## config.mk

```make
export PLATFORM = sky130hd
export DESIGN_NAME = operational_unit_flat
export DESIGN_NICKNAME = d
export VERILOG_FILES = /design/src/rtl/operational_unit_if.sv /design/src/rtl/operational_unit.sv /design/src/flat_wrapper.sv
export SDC_FILE = /design/constraint.sdc
export NUM_CORES = 1
export LEC_CHECK = 0
export ABC_AREA = 1
export CORE_MARGIN = 2
export CORE_UTILIZATION = 27
export CTS_BUF_LIST = sky130_fd_sc_hd__clkbuf_4 sky130_fd_sc_hd__clkbuf_8
export DETAILED_ROUTE_END_ITERATION = 8
export GPL_ROUTABILITY_DRIVEN = 1
export HOLD_SLACK_MARGIN = 0.03
export PLACE_DENSITY = 0.5
export SLEW_MARGIN = 5
export SYNTH_ARGS = -nofsm -noshare
export SYNTH_HDL_FRONTEND = slang
export SYNTH_SLANG_ARGS = --single-unit
```

## constraint.sdc

```tcl
create_clock -name clock -period 4.5 [get_ports clock]
set_input_delay 0.675 -clock clock [delete_from_list [all_inputs] [get_ports clock]]
set_output_delay 0.675 -clock clock [all_outputs]
set_load 0.05 [all_outputs]
```

## src/rtl/operational_unit_if.sv

```systemverilog
// Control/data bus between the microprogrammed control unit (master) and the operational unit (slave).
// OPERATIONAL_UNIT_OVERFLOW_EN adds the overflow_flag signal.
interface operational_unit_if #(
  parameter int unsigned WIDTH = 8
);
  logic [16:0]      control_bus;
  logic [WIDTH-1:0] in_data;
  logic             in_ack;
  logic [WIDTH-1:0] out_data;
  logic             out_valid;
  logic             carry_flag;
  logic             zero_flag;
`ifdef OPERATIONAL_UNIT_OVERFLOW_EN
  logic             overflow_flag;
`endif

  modport master (
    output control_bus,
    output in_data,
    input  in_ack,
    input  out_data,
    input  out_valid,
`ifdef OPERATIONAL_UNIT_OVERFLOW_EN
    input  overflow_flag,
`endif
    input  carry_flag,
    input  zero_flag
  );

  modport slave (
    input  control_bus,
    input  in_data,
    output in_ack,
    output out_data,
    output out_valid,
`ifdef OPERATIONAL_UNIT_OVERFLOW_EN
    output overflow_flag,
`endif
    output carry_flag,
    output zero_flag
  );
endinterface

```

## src/rtl/operational_unit.sv

```systemverilog
// Datapath executing one 17-bit micro-operation word per cycle: 4-entry register file, ALU, flags, I/O.
// Optional macro OPERATIONAL_UNIT_OVERFLOW_EN adds a registered signed-overflow flag.
module operational_unit #(
  parameter int unsigned WIDTH = 8
) (
  input  logic                clock,
  input  logic                reset,
  operational_unit_if.slave   bus
);

  typedef enum logic [2:0] {
    ALU_ADD    = 3'b000,
    ALU_SUB    = 3'b001,
    ALU_AND    = 3'b010,
    ALU_OR     = 3'b011,
    ALU_XOR    = 3'b100,
    ALU_PASS_A = 3'b101,
    ALU_SHL    = 3'b110,
    ALU_SHR    = 3'b111
  } alu_op_e;

  logic       reg_we;
  logic [1:0] dst;
  logic [1:0] src_a;
  logic [1:0] src_b;
  logic       use_cin;
  alu_op_e    alu_op;
  logic       flags_we;
  logic       in_load;
  logic       out_we;
  logic       clr_flags;

  assign reg_we    = bus.control_bus[16];
  assign dst       = bus.control_bus[15:14];
  assign src_a     = bus.control_bus[13:12];
  assign src_b     = bus.control_bus[11:10];
  assign use_cin   = bus.control_bus[9];
  assign alu_op    = alu_op_e'(bus.control_bus[8:6]);
  assign flags_we  = bus.control_bus[5];
  assign in_load   = bus.control_bus[4];
  assign out_we    = bus.control_bus[3];
  assign clr_flags = bus.control_bus[2];

  logic [WIDTH-1:0] regs_q [4];
  logic [WIDTH-1:0] regs_d [4];
  logic [WIDTH-1:0] out_data_q, out_data_d;
  logic             out_valid_q, out_valid_d;
  logic             in_ack_q, in_ack_d;
  logic             carry_q, carry_d;
  logic             zero_q, zero_d;

  logic [WIDTH-1:0] op_a;
  logic [WIDTH-1:0] op_b;
  logic [WIDTH:0]   cin_ext;
  logic [WIDTH:0]   sum_ext;
  logic [WIDTH:0]   diff_ext;
  logic [WIDTH-1:0] alu_r;
  logic             alu_c;
  logic             alu_z;

  // Operands come from the pre-edge register contents, so a same-cycle write is not forwarded.
  assign op_a     = regs_q[src_a];
  assign op_b     = regs_q[src_b];
  assign cin_ext  = {{WIDTH{1'b0}}, use_cin & carry_q};
  assign sum_ext  = {1'b0, op_a} + {1'b0, op_b} + cin_ext;
  assign diff_ext = {1'b0, op_a} - {1'b0, op_b} - cin_ext;

  always_comb begin
    alu_r = '0;
    alu_c = 1'b0;
    case (alu_op)
      ALU_ADD: begin
        alu_r = sum_ext[WIDTH-1:0];
        alu_c = sum_ext[WIDTH];
      end
      ALU_SUB: begin
        // Top bit of the wrapped WIDTH+1-bit difference is the borrow.
        alu_r = diff_ext[WIDTH-1:0];
        alu_c = diff_ext[WIDTH];
      end
      ALU_AND:    alu_r = op_a & op_b;
      ALU_OR:     alu_r = op_a | op_b;
      ALU_XOR:    alu_r = op_a ^ op_b;
      ALU_PASS_A: alu_r = op_a;
      ALU_SHL: begin
        alu_r = {op_a[WIDTH-2:0], 1'b0};
        alu_c = op_a[WIDTH-1];
      end
      ALU_SHR: begin
        alu_r = {1'b0, op_a[WIDTH-1:1]};
        alu_c = op_a[0];
      end
      default: begin
        alu_r = '0;
        alu_c = 1'b0;
      end
    endcase
  end

  assign alu_z = (alu_r == '0);

`ifdef OPERATIONAL_UNIT_OVERFLOW_EN
  logic alu_v;
  logic ovf_q, ovf_d;

  always_comb begin
    alu_v = 1'b0;
    case (alu_op)
      ALU_ADD: alu_v = (op_a[WIDTH-1] == op_b[WIDTH-1]) && (alu_r[WIDTH-1] != op_a[WIDTH-1]);
      ALU_SUB: alu_v = (op_a[WIDTH-1] != op_b[WIDTH-1]) && (alu_r[WIDTH-1] != op_a[WIDTH-1]);
      default: alu_v = 1'b0;
    endcase
  end

  always_comb begin
    ovf_d = ovf_q;
    if (clr_flags) begin
      ovf_d = 1'b0;
    end else if (flags_we) begin
      ovf_d = alu_v;
    end
  end

  always_ff @(posedge clock) begin
    if (reset) begin
      ovf_q <= 1'b0;
    end else begin
      ovf_q <= ovf_d;
    end
  end

  assign bus.overflow_flag = ovf_q;
`endif

  always_comb begin
    for (int unsigned i = 0; i < 4; i++) begin
      regs_d[i] = regs_q[i];
    end
    // External load wins over the ALU result when both target the register file.
    if (in_load) begin
      regs_d[dst] = bus.in_data;
    end else if (reg_we) begin
      regs_d[dst] = alu_r;
    end

    in_ack_d    = in_load;
    out_valid_d = out_we;
    out_data_d  = out_we ? alu_r : out_data_q;

    carry_d = carry_q;
    zero_d  = zero_q;
    if (clr_flags) begin
      carry_d = 1'b0;
      zero_d  = 1'b0;
    end else if (flags_we) begin
      carry_d = alu_c;
      zero_d  = alu_z;
    end
  end

  always_ff @(posedge clock) begin
    if (reset) begin
      for (int unsigned i = 0; i < 4; i++) begin
        regs_q[i] <= '0;
      end
      out_data_q  <= '0;
      out_valid_q <= 1'b0;
      in_ack_q    <= 1'b0;
      carry_q     <= 1'b0;
      zero_q      <= 1'b0;
    end else begin
      for (int unsigned i = 0; i < 4; i++) begin
        regs_q[i] <= regs_d[i];
      end
      out_data_q  <= out_data_d;
      out_valid_q <= out_valid_d;
      in_ack_q    <= in_ack_d;
      carry_q     <= carry_d;
      zero_q      <= zero_d;
    end
  end

  assign bus.in_ack     = in_ack_q;
  assign bus.out_data   = out_data_q;
  assign bus.out_valid  = out_valid_q;
  assign bus.carry_flag = carry_q;
  assign bus.zero_flag  = zero_q;

endmodule

```

## src/flat_wrapper.sv

```systemverilog
// flat-port wrapper written by rule: the top's interface ports become plain ports
module operational_unit_flat 
#(
  parameter int unsigned WIDTH = 8
)
  (clock, reset, bus_control_bus, bus_in_data, bus_in_ack, bus_out_data, bus_out_valid, bus_carry_flag, bus_zero_flag);
  operational_unit_if #(.WIDTH(WIDTH)) bus_i ();
  input  logic clock;
  input  logic reset;
  input wire logic [$bits(bus_i.control_bus)-1:0] bus_control_bus;
  input wire logic [$bits(bus_i.in_data)-1:0] bus_in_data;
  output wire logic [$bits(bus_i.in_ack)-1:0] bus_in_ack;
  output wire logic [$bits(bus_i.out_data)-1:0] bus_out_data;
  output wire logic [$bits(bus_i.out_valid)-1:0] bus_out_valid;
  output wire logic [$bits(bus_i.carry_flag)-1:0] bus_carry_flag;
  output wire logic [$bits(bus_i.zero_flag)-1:0] bus_zero_flag;
  assign bus_i.control_bus = bus_control_bus;
  assign bus_i.in_data = bus_in_data;
  assign bus_in_ack = bus_i.in_ack;
  assign bus_out_data = bus_i.out_data;
  assign bus_out_valid = bus_i.out_valid;
  assign bus_carry_flag = bus_i.carry_flag;
  assign bus_zero_flag = bus_i.zero_flag;
  operational_unit #(.WIDTH(WIDTH)) u_core (.clock(clock), .reset(reset), .bus(bus_i));
endmodule
```

==> metrics, run 1 <==
area delta synth->final 17.9%; port bufs 36; Clock Tree Buf Depth 2; Yosys warning count 0; CTS sink count 44; RSZ-0062 raised after global routing no; most numerous cell in the Yosys netlist nand2_1; required time of the critical path 4730 ps; Setup Slack @ Placement 245 ps; total track usage 0.148; Relative slew margins 0.590; area leader, netlist dfxtp_1; syn_nets 658; first-pass GRT wire length 17,800 µm; Worst-path clk slew 80 ps; CTS tree yes; Layout Utilization 0.329; type of the most critical hold path reg -> reg; worst path cell trace clkdlybuf4s50_1, inv_1, buf_4, nand2_1, a32oi_1, inv_1, ha_1, ha_1, a21oi_1, o211ai_1, nand2_1, nand2_1, nand2_1, nand3_1, nand2_1, o21ai_0, buf_4, nand2_1, a21oi_1; Worst IR Drop VDD 0.171 mV; sequential-to-total area share from yosys stat 0.236; Final Hold Viols 0; Yosys top cell area share 0.236; Post-route DRC 0; Tmin final 4050 ps; Die H 122 µm; startpoint type of the worst setup path primary input; worst-path fanout max 9; setup ws final 445 ps; core area 13,300 µm²; worst path arrival time 4280 ps; grt total ovfl 0; Largest stage delay, worst path 580 ps; static leakage 1.99 nW; Synth Flop Type dfxtp_1; # hold bufs at CTS 0; Yosys cell types 38; ranking of synthesized cells by area dfxtp_1 24%, nand2_1 15%, ha_1 9.4%; Detail Route Antenna Nets 0; First-pass DRT Iterations 5; chip width 122 µm; Worst Clk Skew 6.23 ps; # setup viols final 0; vias per cell 4.69; Cells after Synth 599; final period utilization 0.901; slowest CP cell clkdlybuf4s50_1; critical path type in -> reg; initial antenna violation count 0; Starting Density 0.280; #FFs+latches synth 44; asr flop ratio synth 0; routability congestion estimate 0.812; mapped cell area 3730 µm²; setup bufs post-CTS 0; Diodes inserted 0; status complete, no violations; Worst Setup End Kind flip-flop; Row Count 42; Final #Nets 694; share of cells above drive strength 1 0.0786; setup tns final 0 ps; via count 3,811; Clock Latency Late Sink 290 ps; Post-synth EDFFs 0; power per cell area 270 nW/µm²; root buf cell clkbuf_8; total CTS buffers 5; # IOs 39; Tightest Pin Transition 612 ps; Post-Syn Area per Cell 6.23 µm²; H-tree Lvls 2; vias in the first global route 3,578; Detailed Route WL 10,700 µm; Max Slew Vio Count 0; Routed WL per cell 13.2 µm; DP HPWL 8850 µm; initial DRC count 210; Die ar. 14,800 µm²; fmax 247 MHz; Crit path max-delay family buffers and inverters; maxcap violations 0; largest net degree at the start of global routing 30; cell repeated most along the worst path nand2_1; Post-CTS Resized 0; worst path bufs/invs 5; top cells by count, synth 147 x nand2_1, 84 x inv_1, 68 x nand3_1, 50 x a21oi_1, 46 x nor2_1
## cell families (layout without fill, tap and decap cells)
family                     after synthesis  after routing  share of synthesized area
DFF                                     44             44                      0.236
adders and majority gates               32             32                      0.115
buffers and inverters                  113            150                      0.127
and+or+nand+nor                        301            301                      0.359
AOI/OAI and AO/OA                      106            106                      0.156
xor gates and xnor gates                 3              3                    0.00704
## through the flow
step	instances	cell area [µm²]	hold slack, ps	power (W)
2_1_floorplan	599	3730	458	0.000760
3_5_place_dp	804	4290	457	0.000898
5_1_grt	812	4400	504	0.00128
6_report	812	4400	465	0.00119
4_1_cts	812	4400	469	0.00120
3_3_place_gp	804	4290	452	0.000890
## power by group
group / switching (W) / internal (W)
Sequential: 0.0000188 / 0.000414
Combinational: 0.000296 / 0.000162
Clock: 0.000127 / 0.000171
## worst reg2reg max path: cells and delay by family (launching register included)
family,cells,cell delay (ps)
DFF,1,350
adders and majority gates,2,650
buffers and inverters,4,350
AOI/OAI and AO/OA,3,500
and+or+nand+nor,10,1230
## layer usage
metal / share of wire / GRT usage / vias up / wire length, µm
met1: 0.50 / 0.209 / 1696 / 5360
met2: 0.45 / 0.249 / 90 / 4880
met3: 0.032 / 0.00936 / 11 / 344
met4: 0.014 / 0.0316 / 0 / 151
li1: - / - / 2014 / -
met5: 0 / 0 / - / 0
## worst paths after layout
kind                        start                    end  slack (ps)  cells past startpoint
max           bus_control_bus[10]  u_core.bus.carry_flag         450                     19
min          u_core.bus.zero_flag   u_core.bus.zero_flag         470                      2
max reg2reg   u_core.regs_q[0][0]    u_core.regs_q[0][6]        1360                     19
min reg2reg  u_core.bus.zero_flag   u_core.bus.zero_flag         470                      2
## layout by cell type, fill, tap and decap left out, types with 5 or more instances in the layout
cell | synthesis | final
ha_1 | 28 | 28
inv_2 | 6 | 6
a21oi_1 | 50 | 50
inv_1 | 84 | 84
clkdlybuf4s50_1 | 0 | 36
a32oi_1 | 8 | 8
dfxtp_1 | 44 | 44
or2_2 | 7 | 7
clkbuf_8 | 0 | 5
nand4_1 | 10 | 10
o21ai_0 | 35 | 35
buf_4 | 5 | 12
nand3_1 | 68 | 68
nand2_1 | 147 | 147
nand2_2 | 8 | 8
nor2_1 | 46 | 46
## sequential cells by signal, indices dropped and copies added (netlist names)
name / count
u_core.bus.zero_flag: 1
u_core.bus.out_valid: 1
u_core.bus.carry_flag: 1
u_core.regs_q: 32
u_core.bus.out_data: 8
u_core.bus.in_ack: 1
## layout make-up
cell class / count / area, µm²
clock buffers: 6 / 76.3
repair buffers: 48 / 450
clock inverters: 2 / 35.0
inverters: 94 / 358
multi-input cells: 442 / 2380
fillers: 1503 / 8950
well taps: 176 / 220
flip-flops and latches: 44 / 881
No activity file was read; power rests on OpenSTA's default activity.
==> run 2: changes to the inputs <==
==> constraint.sdc (replaced) <==
create_clock -name clock -period 4.5 [get_ports clock]
set_input_delay 1.35 -clock clock [delete_from_list [all_inputs] [get_ports clock]]
set_output_delay 1.35 -clock clock [all_outputs]
set_load 0.05 [all_outputs]
==> metrics, run 2 (synthesis results as in run 1) <==
status complete, no violations; post-route cell area 4710 µm² (+7.2%); Tmin final 4220 ps (+161 ps); share of cells above drive strength 1 0.136 (+0.0575); Worst IR Drop VDD 0.197 mV (+15%); power per cell area 257 nW/µm² (-4.9%); Worst Setup End Kind flip-flop; CTS sink count 44 (unchanged); Max Slew Vio Count 0 (unchanged); r2r setup slk 1520 ps (+160 ps); Routed WL per cell 13.2 µm (-0.45%); Met2 Wirelength 5040 µm (+3.2%); Post-route DRC 0 (unchanged); area delta synth->final 26.4%; Worst Clk Skew 5.00 ps (-1.23 ps); # fillers 1,481 (-1.5%); core area 13,300 µm² (unchanged); CTS tree yes; RSZ-0062 raised after global routing no; startpoint type of the worst setup path primary input; most common cell after layout, fill and taps aside nand2_1; Diodes inserted 0 (unchanged); Final #Nets 734 (+5.8%); Layout Utilization 0.353 (+0.0237); H-tree Lvls 2 (unchanged); grt total ovfl 0 (unchanged); Die ar. 14,800 µm² (unchanged); Final Hold Viols 0 (unchanged); Worst-path clk slew 80 ps (about the same); first-pass GRT wire length 18,600 µm (+5.0%); max reg flops 32 (unchanged); most frequent cells in the layout 147 x nand2_1, 84 x inv_1, 68 x nand3_1; # setup viols final 0 (unchanged); Clock Tree Buf Depth 2 (unchanged); setup tns final 0 ps (unchanged); via count 3,997 (+4.9%); metal3 WL 590 µm (+72%); First-pass DRT Iterations 5 (unchanged); Area after DPL 4600 µm² (+7.3%); Setup Slack @ Placement -172 ps (-417 ps); worst-path fanout max 17 (+8); top layer in use met4; required time of the critical path 4690 ps (-40 ps); Row Count 42 (unchanged); worst path arrival time 4400 ps (+120 ps); Die H 122 µm (unchanged); setup ws final 284 ps (-161 ps); routability congestion estimate 0.860 (+5.8%); critical path type in -> reg; initial antenna violation count 0 (unchanged); chip width 122 µm (unchanged); type of the most critical hold path reg -> reg; largest net degree at the start of global routing 30 (unchanged); # IOs 39 (unchanged); vias per cell 4.69 (about the same); maxcap violations 0 (unchanged); static leakage 2.19 nW (+9.9%); Clock Latency Late Sink 300 ps (about the same); total CTS buffers 5 (unchanged); vias in the first global route 3,828 (+7.0%); fmax 237 MHz (-3.8%); DP HPWL 9170 µm (+3.6%); M1 WL 5380 µm (+0.24%); Tightest Pin Transition 589 ps (-22.9 ps); total track usage 0.158 (+0.00946); Starting Density 0.280 (unchanged); Detailed Route WL 11,200 µm (+4.5%); Detail Route Antenna Nets 0 (unchanged); # hold bufs at CTS 0 (unchanged); final period utilization 0.937 (+0.0359); largest reg by FF count u_core.regs_q; Hold WS 466 ps (+0.611 ps); root buf cell clkbuf_8; Relative slew margins 0.605 (+0.0153); port bufs 36 (unchanged); initial DRC count 279 (+33%)
[run 2: cell types whose count changed in the layout (fill, tap and decap cells not counted), sizes merged]
cell / delta
clkinv: -1
dlymetal6s2s: +1
bufinv: -1
clkbuf: +1
clkinvlp: +1
buf: +40
clkdlybuf4s50: -1
[run 2: area by class of cell]
cell class / count / area (µm²) / share of cell area
repair buffers: 88 / 766 / 0.162
inverters: 94 / 358 / 0.0759
clock inverters: 1 / 7.51 / 0.00159
multi-input cells: 442 / 2390 / 0.507
clock buffers: 7 / 90.1 / 0.0191
flip-flops and latches: 44 / 881 / 0.187
well taps: 176 / 220 / 0.0467
[run 2: path summary, 6_finish.rpt]
path | to | depth (start not counted) | from
setup / recovery | u_core.regs_q[0][1] | 20 | bus_control_bus[12]
hold / removal | u_core.bus.zero_flag | 2 | u_core.bus.zero_flag
setup reg to reg | u_core.regs_q[0][6] | 19 | u_core.regs_q[0][0]
hold reg to reg | u_core.bus.zero_flag | 2 | u_core.bus.zero_flag
[run 2: worst max-delay path, cell delays in order]
cell and delay (ps):
clkdlybuf4s50_1 440, buf_12 170, inv_4 100, nand2_1 70
nand3_1 130, nand2_1 170, fa_1 420, inv_1 110
fa_1 420, nand4_1 100, nand2_1 60, nor2_1 120
nand2_1 70, nor2_1 80, nand2_1 110, inv_1 100
nor2_1 40, a21oi_1 130, buf_4 150, a21oi_1 60
[run 2: per-stage QoR]
step,std cells,total power [W]
floorplan,599,0.000760
global placement,844,0.000950
detailed placement,844,0.000957
CTS,852,0.00123
global route,852,0.00131
finish,852,0.00121
[run 2: routing by layer]
metal,up-vias,track usage
met2,112,0.264
met3,15,0.0150
met1,1779,0.217
met4,0,0.0424
li1,2091,-
met5,-,0
[run 2: what timing repair did]
action / 4_1_cts / 5_1_grt
gates resized for setup: 0 / 3
hold endpoints to repair: 0 / 0
setup endpoints to repair: 0 / 25
setup buffers: 0 / 0
[run 2: power breakdown]
group	internal, W	switching, W
combinational	0.000210	0.000307
clock	0.000131	0.000132
sequential	0.000414	0.0000187
